$ cat src/rtl/maze_step_ctrl.sv
// -----------------------------------------------------------------------------
// maze_step_ctrl
//
// Step controller for a grid-maze reinforcement-learning agent. Each step it
// accepts a greedy action from the Q block and picks either that action or a
// pseudo-random one (epsilon-greedy). It then applies the action to the agent
// position and ends the episode on goal, on an illegal move or on the step
// limit. After a fixed number of episodes it parks in a terminal DONE state.
//
// Parameters
//   ROWS, COLS     maze size; state index = row*COLS + col
//   ST_W           state width (2**ST_W >= ROWS*COLS)
//   EP_W           episode counter width
//   MAX_STEPS      step limit per episode
//   MAX_EPISODES   episode limit
//   START_ST       state every episode starts from
//   GOAL_ST        goal state
//   WALL_MAP       bit i = 1 marks state i as a wall
//
// Ports
//   clk            single clock, rising edge
//   rst_n          asynchronous active-low reset
//   enb            run enable, active-low (1 freezes the controller)
//   epsilon        exploration threshold; explore when LFSR < epsilon
//   next_action    greedy action: 0 up, 1 down, 2 left, 3 right
//   act_valid      next_action valid
//   act_ready      controller accepts an action this cycle
//   current_st     present state
//   prev_st        state before the last applied move
//   next_action_o  action actually applied
//   episode        completed-episode counter (saturating)
//   step_cnt       steps taken in the current episode
//   fail, finish   one-cycle episode-end pulses (finish wins)
//   new_gen        one-cycle pulse when a new episode starts
//   done           episode limit reached, terminal until reset
// -----------------------------------------------------------------------------
module maze_step_ctrl #(
  parameter int ROWS         = 5,
  parameter int COLS         = 5,
  parameter int ST_W         = 6,
  parameter int EP_W         = 10,
  parameter int MAX_STEPS    = 32,
  parameter int MAX_EPISODES = 256,
  parameter int START_ST     = 0,
  parameter int GOAL_ST      = 24,
  parameter logic [ROWS*COLS-1:0] WALL_MAP = {(ROWS*COLS){1'b0}}
) (
  input  logic            clk,
  input  logic            rst_n,
  input  logic            enb,
  input  logic [15:0]     epsilon,
  input  logic [3:0]      next_action,
  input  logic            act_valid,
  output logic            act_ready,
  output logic [ST_W-1:0] current_st,
  output logic [ST_W-1:0] prev_st,
  output logic [3:0]      next_action_o,
  output logic [EP_W-1:0] episode,
  output logic [7:0]      step_cnt,
  output logic            fail,
  output logic            finish,
  output logic            new_gen,
  output logic            done
);

  localparam int NCELL     = ROWS * COLS;
  localparam int START_ROW = START_ST / COLS;
  localparam int START_COL = START_ST % COLS;

  localparam logic [ST_W-1:0] START_S   = ST_W'(START_ST);
  localparam logic [ST_W-1:0] GOAL_S    = ST_W'(GOAL_ST);
  localparam logic [ST_W-1:0] START_R   = ST_W'(START_ROW);
  localparam logic [ST_W-1:0] START_C   = ST_W'(START_COL);
  localparam logic [ST_W-1:0] COLS_S    = ST_W'(COLS);
  localparam logic [ST_W-1:0] LAST_ROW  = ST_W'(ROWS - 1);
  localparam logic [ST_W-1:0] LAST_COL  = ST_W'(COLS - 1);
  localparam logic [ST_W-1:0] ONE_S     = {{(ST_W-1){1'b0}}, 1'b1};
  localparam logic [ST_W-1:0] ZERO_S    = {ST_W{1'b0}};
  localparam logic [7:0]      STEP_LIM  = 8'(MAX_STEPS);
  localparam logic [EP_W:0]   EP_LIM    = (EP_W+1)'(MAX_EPISODES);
  localparam logic [EP_W:0]   EP_ONE    = {{EP_W{1'b0}}, 1'b1};
  localparam logic [15:0]     LFSR_SEED = 16'hACE1;
  // Right-shifting Galois form of x^16 + x^14 + x^13 + x^11 + 1.
  localparam logic [15:0]     LFSR_TAPS = 16'hB400;

  typedef enum logic [1:0] {
    S_SELECT  = 2'd0,
    S_UPDATE  = 2'd1,
    S_RESTART = 2'd2,
    S_DONE    = 2'd3
  } state_e;

  state_e          state_q;
  logic            armed_q;
  logic [ST_W-1:0] cur_q;
  logic [ST_W-1:0] prev_q;
  // Row/column of cur_q kept alongside it so no divider is needed.
  logic [ST_W-1:0] row_q;
  logic [ST_W-1:0] col_q;
  logic [3:0]      act_q;
  logic [EP_W-1:0] ep_q;
  logic [7:0]      step_q;
  logic            fail_q;
  logic            finish_q;
  logic            new_gen_q;
  logic            done_q;
  logic [15:0]     lfsr_q;

  logic [15:0]     lfsr_d;
  logic [7:0]      step_d;
  logic [EP_W:0]   ep_d;
  logic [ST_W-1:0] target_d;
  logic [ST_W-1:0] trow_d;
  logic [ST_W-1:0] tcol_d;
  logic            handshake_s;
  logic            explore_s;
  logic            edge_s;
  logic            wall_s;
  logic            bad_move_s;
  logic            goal_hit_s;
  logic            fail_d;
  logic            ep_last_s;
  logic            ep_ovf_s;

  // Ready is gated by enb directly so a frozen controller never accepts;
  // armed_q keeps it low until the first edge after reset release.
  always_comb begin
    act_ready   = armed_q & ~enb & (state_q == S_SELECT);
    handshake_s = act_valid & act_ready;
  end

  // Exploration decision and counter increments.
  always_comb begin
    lfsr_d    = {1'b0, lfsr_q[15:1]} ^ ({16{lfsr_q[0]}} & LFSR_TAPS);
    explore_s = (lfsr_q < epsilon);
    step_d    = step_q + 8'd1;
    ep_d      = {1'b0, ep_q} + EP_ONE;
    ep_last_s = (ep_d == EP_LIM);
    ep_ovf_s  = ep_d[EP_W];
  end

  // Target cell of the latched action; edge_s flags a move off the grid
  // or an undefined action code.
  always_comb begin
    target_d = cur_q;
    trow_d   = row_q;
    tcol_d   = col_q;
    edge_s   = 1'b0;
    case (act_q)
      4'd0: begin
        if (row_q == ZERO_S) begin
          edge_s = 1'b1;
        end else begin
          target_d = cur_q - COLS_S;
          trow_d   = row_q - ONE_S;
        end
      end
      4'd1: begin
        if (row_q == LAST_ROW) begin
          edge_s = 1'b1;
        end else begin
          target_d = cur_q + COLS_S;
          trow_d   = row_q + ONE_S;
        end
      end
      4'd2: begin
        if (col_q == ZERO_S) begin
          edge_s = 1'b1;
        end else begin
          target_d = cur_q - ONE_S;
          tcol_d   = col_q - ONE_S;
        end
      end
      4'd3: begin
        if (col_q == LAST_COL) begin
          edge_s = 1'b1;
        end else begin
          target_d = cur_q + ONE_S;
          tcol_d   = col_q + ONE_S;
        end
      end
      default: begin
        edge_s = 1'b1;
      end
    endcase
  end

  // Wall lookup of the target cell (OR-reduced select keeps the index in range).
  always_comb begin
    wall_s = 1'b0;
    for (int i = 0; i < NCELL; i++) begin
      wall_s = wall_s | (WALL_MAP[i] & (target_d == ST_W'(i)));
    end
  end

  // Episode-end classification; goal beats the step limit.
  always_comb begin
    bad_move_s = edge_s | wall_s;
    goal_hit_s = ~bad_move_s & (target_d == GOAL_S);
    fail_d     = ~goal_hit_s & (bad_move_s | (step_d == STEP_LIM));
  end

  // Controller FSM with all registered outputs.
  always_ff @(posedge clk or negedge rst_n) begin
    if (!rst_n) begin
      state_q   <= S_SELECT;
      armed_q   <= 1'b0;
      cur_q     <= START_S;
      prev_q    <= START_S;
      row_q     <= START_R;
      col_q     <= START_C;
      act_q     <= 4'd0;
      ep_q      <= {EP_W{1'b0}};
      step_q    <= 8'd0;
      fail_q    <= 1'b0;
      finish_q  <= 1'b0;
      new_gen_q <= 1'b0;
      done_q    <= 1'b0;
      lfsr_q    <= LFSR_SEED;
    end else begin
      armed_q   <= 1'b1;
      // Pulses always drop after one cycle, even while frozen.
      fail_q    <= 1'b0;
      finish_q  <= 1'b0;
      new_gen_q <= 1'b0;
      if (!enb) begin
        case (state_q)
          S_SELECT: begin
            if (handshake_s) begin
              lfsr_q  <= lfsr_d;
              act_q   <= explore_s ? {2'b00, lfsr_q[1:0]} : next_action;
              state_q <= S_UPDATE;
            end
          end
          S_UPDATE: begin
            prev_q <= cur_q;
            step_q <= step_d;
            if (!bad_move_s) begin
              cur_q <= target_d;
              row_q <= trow_d;
              col_q <= tcol_d;
            end
            finish_q <= goal_hit_s;
            fail_q   <= fail_d;
            if (goal_hit_s || fail_d) begin
              state_q <= S_RESTART;
            end else begin
              state_q <= S_SELECT;
            end
          end
          S_RESTART: begin
            cur_q     <= START_S;
            row_q     <= START_R;
            col_q     <= START_C;
            step_q    <= 8'd0;
            new_gen_q <= 1'b1;
            if (!ep_ovf_s) begin
              ep_q <= ep_d[EP_W-1:0];
            end
            if (ep_last_s) begin
              done_q  <= 1'b1;
              state_q <= S_DONE;
            end else begin
              state_q <= S_SELECT;
            end
          end
          S_DONE: begin
            state_q <= S_DONE;
          end
          default: begin
            state_q <= S_SELECT;
          end
        endcase
      end
    end
  end

  assign current_st    = cur_q;
  assign prev_st       = prev_q;
  assign next_action_o = act_q;
  assign episode       = ep_q;
  assign step_cnt      = step_q;
  assign fail          = fail_q;
  assign finish        = finish_q;
  assign new_gen       = new_gen_q;
  assign done          = done_q;

endmodule

$ cat config.mk
export PLATFORM = sky130hd
export DESIGN_NAME = maze_step_ctrl
export DESIGN_NICKNAME = d
export VERILOG_FILES = /design/src/rtl/maze_step_ctrl.sv
export SDC_FILE = /design/constraint.sdc
export NUM_CORES = 1
export LEC_CHECK = 0
export ABC_CLOCK_PERIOD_IN_PS = 2600
export CORE_MARGIN = 2
export CORE_UTILIZATION = 50
export DETAILED_ROUTE_END_ITERATION = 12
export GPL_ROUTABILITY_DRIVEN = 0
export PLACE_DENSITY = 0.78
export SLEW_MARGIN = 10
export SYNTH_ARGS = -nofsm -noshare
export SYNTH_HDL_FRONTEND = slang
export SYNTH_SLANG_ARGS = --single-unit
$ cat constraint.sdc
create_clock -name clk -period 2.6 [get_ports clk]
set_input_delay 0.39 -clock clk [delete_from_list [all_inputs] [get_ports clk]]
set_output_delay 0.39 -clock clk [all_outputs]
set_load 0.05 [all_outputs]
# Yosys cells after proc, flatten, opt, wreduce, memory -nomap -nowiden
# Index checks and enable logic that the tools add are counted.
[word_totals]
ff_bits = 69
latch_bits = 0
mem_bits_rw = 0
mem_bits_ro = 0
wordCells = 104
memories = 0
[classes]
addsub = 10
n_mul = 0
n_div = 0
magnitude_cmp = 1
eq_ne = 19
shifts = 0
muxes = 34
bitwise = 11
n_reduce_logical = 15
[ops]
columns = ["cell", "count"]
rows = [
  ["$mux 6", 11],
  ["$pmux 6 s2", 5],
  ["$pmux 6 s4", 1],
  ["$add 6x1->6 const B", 3],
  ["$sub 6x1->6 const B", 3],
  ["$lt 16x16->1", 1],
  ["$pmux 8 s2", 1],
  ["$xor 15x16->16", 1],
  ["$eq 6x3->1 const B", 2],
  ["$logic_not 6->1", 2],
  ["$ne 3x3->1 const B", 4],
  ["$reduce_and 3->1", 4],
  ["$reduce_and 6->1", 2],
  ["$add 10x1->11 const B", 1],
  ["$eq 11x9->1 const B", 1],
  ["$mux 1", 10],
  ["$add 8x1->8 const B", 1],
  ["$eq 4x2->1 const B", 2],
  ["$eq 8x6->1 const B", 1],
  ["$pmux 2 s4", 1],
  ["$add 6x3->6 const B", 1],
  ["$eq 6x5->1 const B", 1],
  ["$mux 2", 3],
  ["$ne 3x1->1 const B", 2],
  ["other kinds (15)", 26],
]

# Longest topological paths before layout
# Gate-level depths: netlist (run 1).
[depth]
word_depth = 10
mapped_depth = 13
mapped_depth_nobuf = 12

# Worst setup path before layout (run 1)
# Ideal clock, no wire load.
[synth_timing]
kind = "register to register"
start = "reg act_q[3] (netlist: next_action_o[3])"
end = "reg fail_q (netlist: fail)"
t_arrival_ns = 2.620
required_time_ns = 2.480
slack_ns = -0.140
path_stages_with_launch = 13
path_buffers = 1
cell_sequence = "dfrtp_1 > or2_1 > buf_4 > nor2_2 > nand2_2 > inv_2 > a21bo_1 > mux2i_1 > or4_1 > o311ai_1 > nand4_1 > or3b_4 > and3_1"
[synth_between]
elab_chain_len = 8
[synth_rtl]
columns = ["element", "line", "source"]
rows = [
  ["start, declared", "100", "logic [3:0] act_q;"],
  ["start signal, assigned", "231", "act_q <= explore_s ? {2'b00, lfsr_q[1:0]} : next_action;"],
  ["$eq 4x2->1, or another cell as far along", "149", "case (act_q)"],
  ["$pmux 6 s4 or $pmux 1 s4 (tied branches)", "149", ""],
  ["$eq 6x5->1 or $not 1->1 (tied branches)", "199", "goal_hit_s = ~bad_move_s & (target_d == GOAL_S);"],
  ["$and 1x1->1", "199", ""],
  ["$not 1->1", "200", "fail_d = ~goal_hit_s & (bad_move_s | (step_d == STEP_LIM));"],
  ["$and 1x1->1 *", "200", ""],
  ["$mux 1 *", "227", "case (state_q)"],
  ["$mux 1 *", "226", "if (!enb) begin"],
  ["end signal, assigned", "244", "fail_q <= fail_d;"],
  ["end, declared", "103", "logic fail_q;"],
]
# Every way passes the cells marked *; elsewhere a longest branch is shown, timed or not.
# A chain may end at the register's enable or synchronous reset.

# Final worst setup path (run 1)
[layout_timing]
start = "reg col_q[3]"
end = "reg fail_q (netlist: fail)"
[layout_between]
elab_chain_len = 9
[layout_rtl]
columns = ["element", "line", "source"]
rows = [
  ["start, declared", "99", "logic [ST_W-1:0] col_q;"],
  ["start signal, assigned", "241", "col_q <= tcol_d;"],
  ["$eq 6x3->1 or $logic_not 6->1 (tied branches)", "175, 167", ""],
  ["$mux 6, or another cell as far along", "175", "if (col_q == LAST_COL) begin"],
  ["$pmux 6 s4 or $pmux 1 s4 (tied branches)", "149", ""],
  ["$eq 6x5->1 or $not 1->1 (tied branches)", "199", ""],
  ["$and 1x1->1", "199", ""],
  ["$not 1->1", "200", ""],
  ["$and 1x1->1 *", "200", ""],
  ["$mux 1 *", "227", ""],
  ["$mux 1 *", "226", ""],
]
# Marked as above.

==> flow_metrics.env, run 1 <==
export IMPL_status="complete, no violations"
export IMPL_drt_iter0_drc=233
export IMPL_relSlewSlack=0.633
export IMPL_die_w_um=97.7
export IMPL_required_ps=2850
export IMPL_insertedDiodeCount=0
export IMPL_gr_total_overflow=0
export IMPL_cts_sinks=69
export IMPL_grt_first_pass_wirelength_mm=17.8
export IMPL_drv_slew=0
export IMPL_cts_htree_levels=3
export IMPL_synth_area_top_cells="dfrtp_1, ha_1, nand2_1"
export IMPL_io_pins=63
export IMPL_die_y_um=97.7
export IMPL_synth_edf_count=0
export IMPL_syn2layout_area_growth_pct=26.6
export IMPL_path_class="reg2reg"
export IMPL_dp_hpwl_mm=7.76
export IMPL_pre_cts_slack_ps=-13.9
export IMPL_final_core_util=0.646
export IMPL_grt_max_degree=34
export IMPL_cts_buffers=9
export IMPL_min_period_ps=2580
export IMPL_tightest_slew_ps=547
export IMPL_ys_types=63
export IMPL_synthesis_area_per_instance_um2=8.64
export IMPL_finalWirelength_mm=10.7
export IMPL_vias=4019
export IMPL_p_leak_nw=2.63
export IMPL_synth_top_area_share=0.348
export IMPL_ys_seq_elements=69
export IMPL_antenna_found_initial=0
export IMPL_core_area_mm2=0.00859
export IMPL_row_count=34
export IMPL_rr_worst_depth=8
export IMPL_yosys_warnings=0
export IMPL_cts_tree="yes"
export IMPL_start_kind="register"
export IMPL_viasPerCell=5.67
export IMPL_synthesis_nets=566
export IMPL_wire_per_inst_um=15.1
export IMPL_crit_buf_inv=0
export IMPL_hold_path_cell_count=2
export IMPL_drc=0
export IMPL_path_clk_slew_ps=80
export IMPL_grt_pass1_vias=3889
export IMPL_fin_skew_ps=15.5
export IMPL_first_pass_iters=5
export IMPL_seq_area_frac_synth=0.396
export IMPL_setup_violations=0
export IMPL_crit_fanout=3
export IMPL_track_usage=0.227
export IMPL_syn_inst=508
export IMPL_max_cap_viol_count=0
export IMPL_cts_root_buffer="clkbuf_8"
export IMPL_clockBufferDepth=2
export IMPL_rsz0062_at_grt="yes"
export IMPL_netlist_area_mm2=0.00439
export IMPL_power_density_mw_per_mm2=1130
export IMPL_drive_gt1_frac=0.136
export IMPL_die_area_mm2=0.00954
export IMPL_ant_nets=0
export IMPL_clock_latency_ps=360
export IMPL_ir_drop_uv=618
export IMPL_worst_ep_arrival_time_ps=2830
export IMPL_synth_flop_cell="dfrtp_1"
export IMPL_critPathCaptureType="register"
export IMPL_path_delay_family="simple AND/OR/NAND/NOR gates"
export IMPL_fmax_ghz=0.387
export IMPL_yosysTopAreaCell="dfrtp_1"
export IMPL_cp_depth=8
export IMPL_cp_slowest_cell="or4b_4"
export IMPL_hold_class="reg2reg"
export IMPL_fin_ws_ps=18.5
export IMPL_finish_net_count=654
export IMPL_start_util=0.510
export IMPL_critPathMaxStageDelay_ps=570
export IMPL_crit_chain="or4b_4 > o21ai_4 > mux2i_1 > or4_1 > o311ai_1 > nand4_1 > or3b_4 > and3_1"
export IMPL_async_flop_share=1.00
export IMPL_port_buffers=62
export IMPL_period_share=0.993
export IMPL_finalHoldViolations=0
-- layout make-up --
| cell class | instances | area, um^2 |
|---|---|---|
| Fill cell | 709 | 3040 |
| Clock inverter | 7 | 57.6 |
| Tap cell | 108 | 135 |
| Clock buffer | 9 | 124 |
| Sequential cell | 69 | 1740 |
| Inverter | 33 | 124 |
| Timing Repair Buffer | 95 | 876 |
| Multi-Input combinational cell | 388 | 2490 |
-- logic make-up (layout without fill, tap and decap cells) --
group	Yosys count	count (layout)	share of synthesized area
flops	69	69	0.396
other cells	1	1	0.000855
compound gates	118	118	0.174
buf+inv	51	144	0.0445
mux	9	9	0.0211
simple gates	204	204	0.220
xor+xnor	22	22	0.0439
fa+ha+maj	34	34	0.100
-- what timing repair did --
item | 4_1_cts | 5_1_grt
resized for setup | 0 | 9
buffers inserted | 1 | 4
endpoints found under the setup margin | 1 | 5
hold endpoints to repair | 16 | 0
pin swaps | 0 | 1
hold buffers | 1 | 0
-- metrics by stage --
step | instances | hold slack, ps | setup TNS, ps | power (W) | instance area (um^2)
4_1_cts | 705 | 471 | 0 | 0.00619 | 5480
2_1_floorplan | 508 | 94.4 | 0 | 0.00419 | 4390
3_3_place_gp | 687 | 357 | 0 | 0.00523 | 5290
3_5_place_dp | 687 | 362 | -17.8 | 0.00535 | 5290
6_report | 709 | 470 | 0 | 0.00629 | 5550
5_1_grt | 709 | 498 | -37.3 | 0.00675 | 5550
-- metal layers --
layer,routed length [um],vias to the layer above,GRT usage
met2,5190,155,0.364
met3,532,21,0.0295
li1,-,1947,-
met4,221,0,0.0962
met1,4740,1896,0.309
met5,0,-,0
-- cell usage after synthesis, drive strengths merged, types with 3 or more instances --
cell    number
nand2       92
dfrtp       61
nor2        40
o21ai       35
inv         33
ha          32
a21oi       27
clkbuf      16
a21o        14
xnor2       14
nand3       11
nand2b       9
dfstp        8
nor3         8
o31ai        8
xor2         8
mux2i        7
nand4        7
nor4         6
a211oi       5
and3         5
nor2b        5
and2         4
or2          4
a31oi        3
a41o         3
nor4b        3
o21bai       3
or3          3
-- layout by cell type, fill, tap and decap left out, types with 8 or more instances in the layout --
cell | synthesis | routed
o31ai_1 | 8 | 8
clkbuf_8 | 0 | 9
xor2_1 | 8 | 8
ha_1 | 32 | 32
buf_4 | 1 | 32
inv_1 | 32 | 32
a21o_1 | 14 | 14
nand2_1 | 91 | 91
nor2_1 | 39 | 38
clkdlybuf4s50_1 | 0 | 60
xnor2_1 | 14 | 14
dfrtp_1 | 61 | 56
o21ai_0 | 34 | 34
a21oi_1 | 26 | 24
nand3_1 | 11 | 11
nand2b_1 | 9 | 9
dfstp_2 | 8 | 8
-- final timing paths --
check / start / endpoint / slack [ps]
hold reg to reg: lfsr_q[6] / lfsr_q[5] / 470
hold / removal: lfsr_q[6] / lfsr_q[5] / 470
min in group asynchronous: rst_n / step_cnt[0] / 510
max in group asynchronous: rst_n / current_st[0] / 1430
setup reg to reg: col_q[3] / fail / 20
setup / recovery: col_q[3] / fail / 20
-- power breakdown --
part	internal, W	switching (W)	total [W]
clock	0.000359	0.000471	0.000830
sequential	0.00140	0.000351	0.00175
combinational	0.00148	0.00223	0.00371
-- flip-flops by register name, summed over array words and instances, names as in the netlist, 2 cells and up --
name	cells
lfsr_q	16
episode	10
step_cnt	8
col_q	6
current_st	6
prev_st	6
row_q	6
next_action_o	4
state_q	2
-- worst min-delay path: cells and delay by family (launching register included) --
family        cells  cell delay, ps
simple gates      2              90
flops             1             380
Power figures use the tool's default switching activity.
==> run 2, diff against run 1 <==
- CAP_MARGIN: unset -> 40
==> results of run 2 <==
Final layout, timing and power as in run 1 (identical DEF).
==> run 3, diff against run 2 <==
- CORE_ASPECT_RATIO: unset -> 0.9
==> flow_metrics.env, run 3 (synthesized netlist as in run 1, its figures left out) <==
export IMPL_rsz0062_at_grt="yes"
export IMPL_insertedDiodeCount=0
export IMPL_cp_slowest_cell="or4b_4"
export IMPL_start_util=0.514
export IMPL_viasPerCell=5.53
export IMPL_syn2layout_area_growth_pct=26.5
export IMPL_cts_htree_levels=3
export IMPL_die_area_mm2=0.00954
export IMPL_cts_sinks=69
export IMPL_antenna_found_initial=0
export IMPL_dp_hpwl_mm=7.72
export IMPL_core_area_mm2=0.00853
export IMPL_r2r_end="fail"
export IMPL_grt_max_degree=70
export IMPL_vias=3953
export IMPL_drc=0
export IMPL_worst_ep_arrival_time_ps=2820
export IMPL_path_class="reg2reg"
export IMPL_gr_total_overflow=0
export IMPL_period_share=0.992
export IMPL_top_register="lfsr_q"
export IMPL_clock_latency_ps=340
export IMPL_ant_nets=0
export IMPL_mostFrequentLayoutCells="nand2_1, clkdlybuf4s50_1, dfrtp_1"
export IMPL_critPathCaptureType="register"
export IMPL_cts_root_buffer="clkbuf_8"
export IMPL_crit_fanout=5
export IMPL_grt_first_pass_wirelength_mm=17.6
export IMPL_finish_net_count=649
export IMPL_dp_cells=697
export IMPL_tightest_slew_ps=629
export IMPL_hold_class="in2async"
export IMPL_critPathMaxStageDelay_ps=530
export IMPL_die_y_um=92.9
export IMPL_crit_chain="or4b_4 > o21ai_4 > mux2i_2 > or4_1 > o311ai_2 > nand4_1 > or3b_4 > and3_1"
export IMPL_die_w_um=103
export IMPL_finalWirelength_mm=10.5
export IMPL_fmax_ghz=0.388
export IMPL_largest_reg_flops=16
export IMPL_path_clk_slew_ps=80
export IMPL_final_common_cell="nand2_1"
export IMPL_finalHoldViolations=0
export IMPL_min_period_ps=2580
export IMPL_timing_rr_start="col_q[4]"
export IMPL_drive_gt1_frac=0.126
export IMPL_grt_pass1_vias=3759
export IMPL_tns_ps=0
export IMPL_cts_hold_buf=0
export IMPL_status="complete, no violations"
export IMPL_clockBufferDepth=2
export IMPL_required_ps=2840
export IMPL_fin_skew_ps=11.3
export IMPL_p_leak_nw=2.62
export IMPL_row_count=32
export IMPL_power_density_mw_per_mm2=1150
export IMPL_wire_per_inst_um=14.7
export IMPL_port_buffers=62
export IMPL_regToRegSetupSlack_ps=20
export IMPL_rr_worst_depth=8
export IMPL_start_kind="register"
export IMPL_drt_iter0_drc=459
export IMPL_track_usage=0.233
export IMPL_io_pins=63
export IMPL_cts_tree="yes"
export IMPL_ir_drop_uv=591
export IMPL_drv_slew=0
export IMPL_setup_violations=0
export IMPL_instances_no_fill=715
export IMPL_relSlewSlack=0.578
export IMPL_cts_buffers=9
export IMPL_max_cap_viol_count=0
export IMPL_first_pass_iters=5
==> run 3: worst max path at each step <==
stage / cells after the start / endpoint / from
6_report: 8 / fail / col_q[4]
3_3_place_gp: 8 / fail / col_q[5]
4_1_cts: 8 / fail / col_q[4]
3_5_place_dp: 8 / fail / col_q[5]
5_1_grt: 8 / fail / col_q[3]
2_1_floorplan: 12 / fail / next_action_o[3]
==> run 3: routing by layer <==
layer | routed length (um) | global-route usage
met5 | 0 | 0
met4 | 140 | 0.0724
met3 | 704 | 0.0445
met2 | 4920 | 0.363
met1 | 4750 | 0.326
==> run 3: worst max-delay path: cells and delay by family, from the launching register on <==
kind | cells | cell delay (ps)
AO/OA/AOI/OAI | 2 | 300
flip-flops | 1 | 440
multiplexers | 1 | 90
AND/OR/NAND/NOR | 5 | 1660
==> run 3: repair_timing <==
action                                  4_1_cts  5_1_grt
pin swaps                                     0        2
gates resized for setup                       0        8
setup buffers                                 1        1
endpoints found under the setup margin        1        4
==> run 3: metrics by stage <==
stage / total power (W) / instance area [um^2] / setup WS, ps / hold WS (ps) / util
after floorplan: 0.00419 / 4390 / 8.05 / 94.4 / -
after global placement: 0.00522 / 5290 / 68.5 / 442 / 0.620
after detailed placement: 0.00533 / 5290 / 2.51 / 445 / 0.620
after CTS: 0.00631 / 5510 / 21.8 / 63.6 / 0.646
after global routing: 0.00684 / 5550 / -58.4 / 79.9 / 0.651
final: 0.00639 / 5550 / 21.1 / 63.9 / 0.651
==> run 3: power by group <==
part / switching, W / internal [W]
Sequential: 0.000364 / 0.00140
Combinational: 0.00222 / 0.00146
Clock: 0.000410 / 0.000538
Total: 0.00300 / 0.00339
==> run 3: area by class of cell <==
type,count,area [um^2]
Clock buffer,11,131
Clock inverter,5,77.6
Fill cell,703,2980
Inverter,33,124
Multi-Input combinational cell,388,2490
Sequential cell,69,1740
Tap cell,119,149
Timing Repair Buffer,90,836
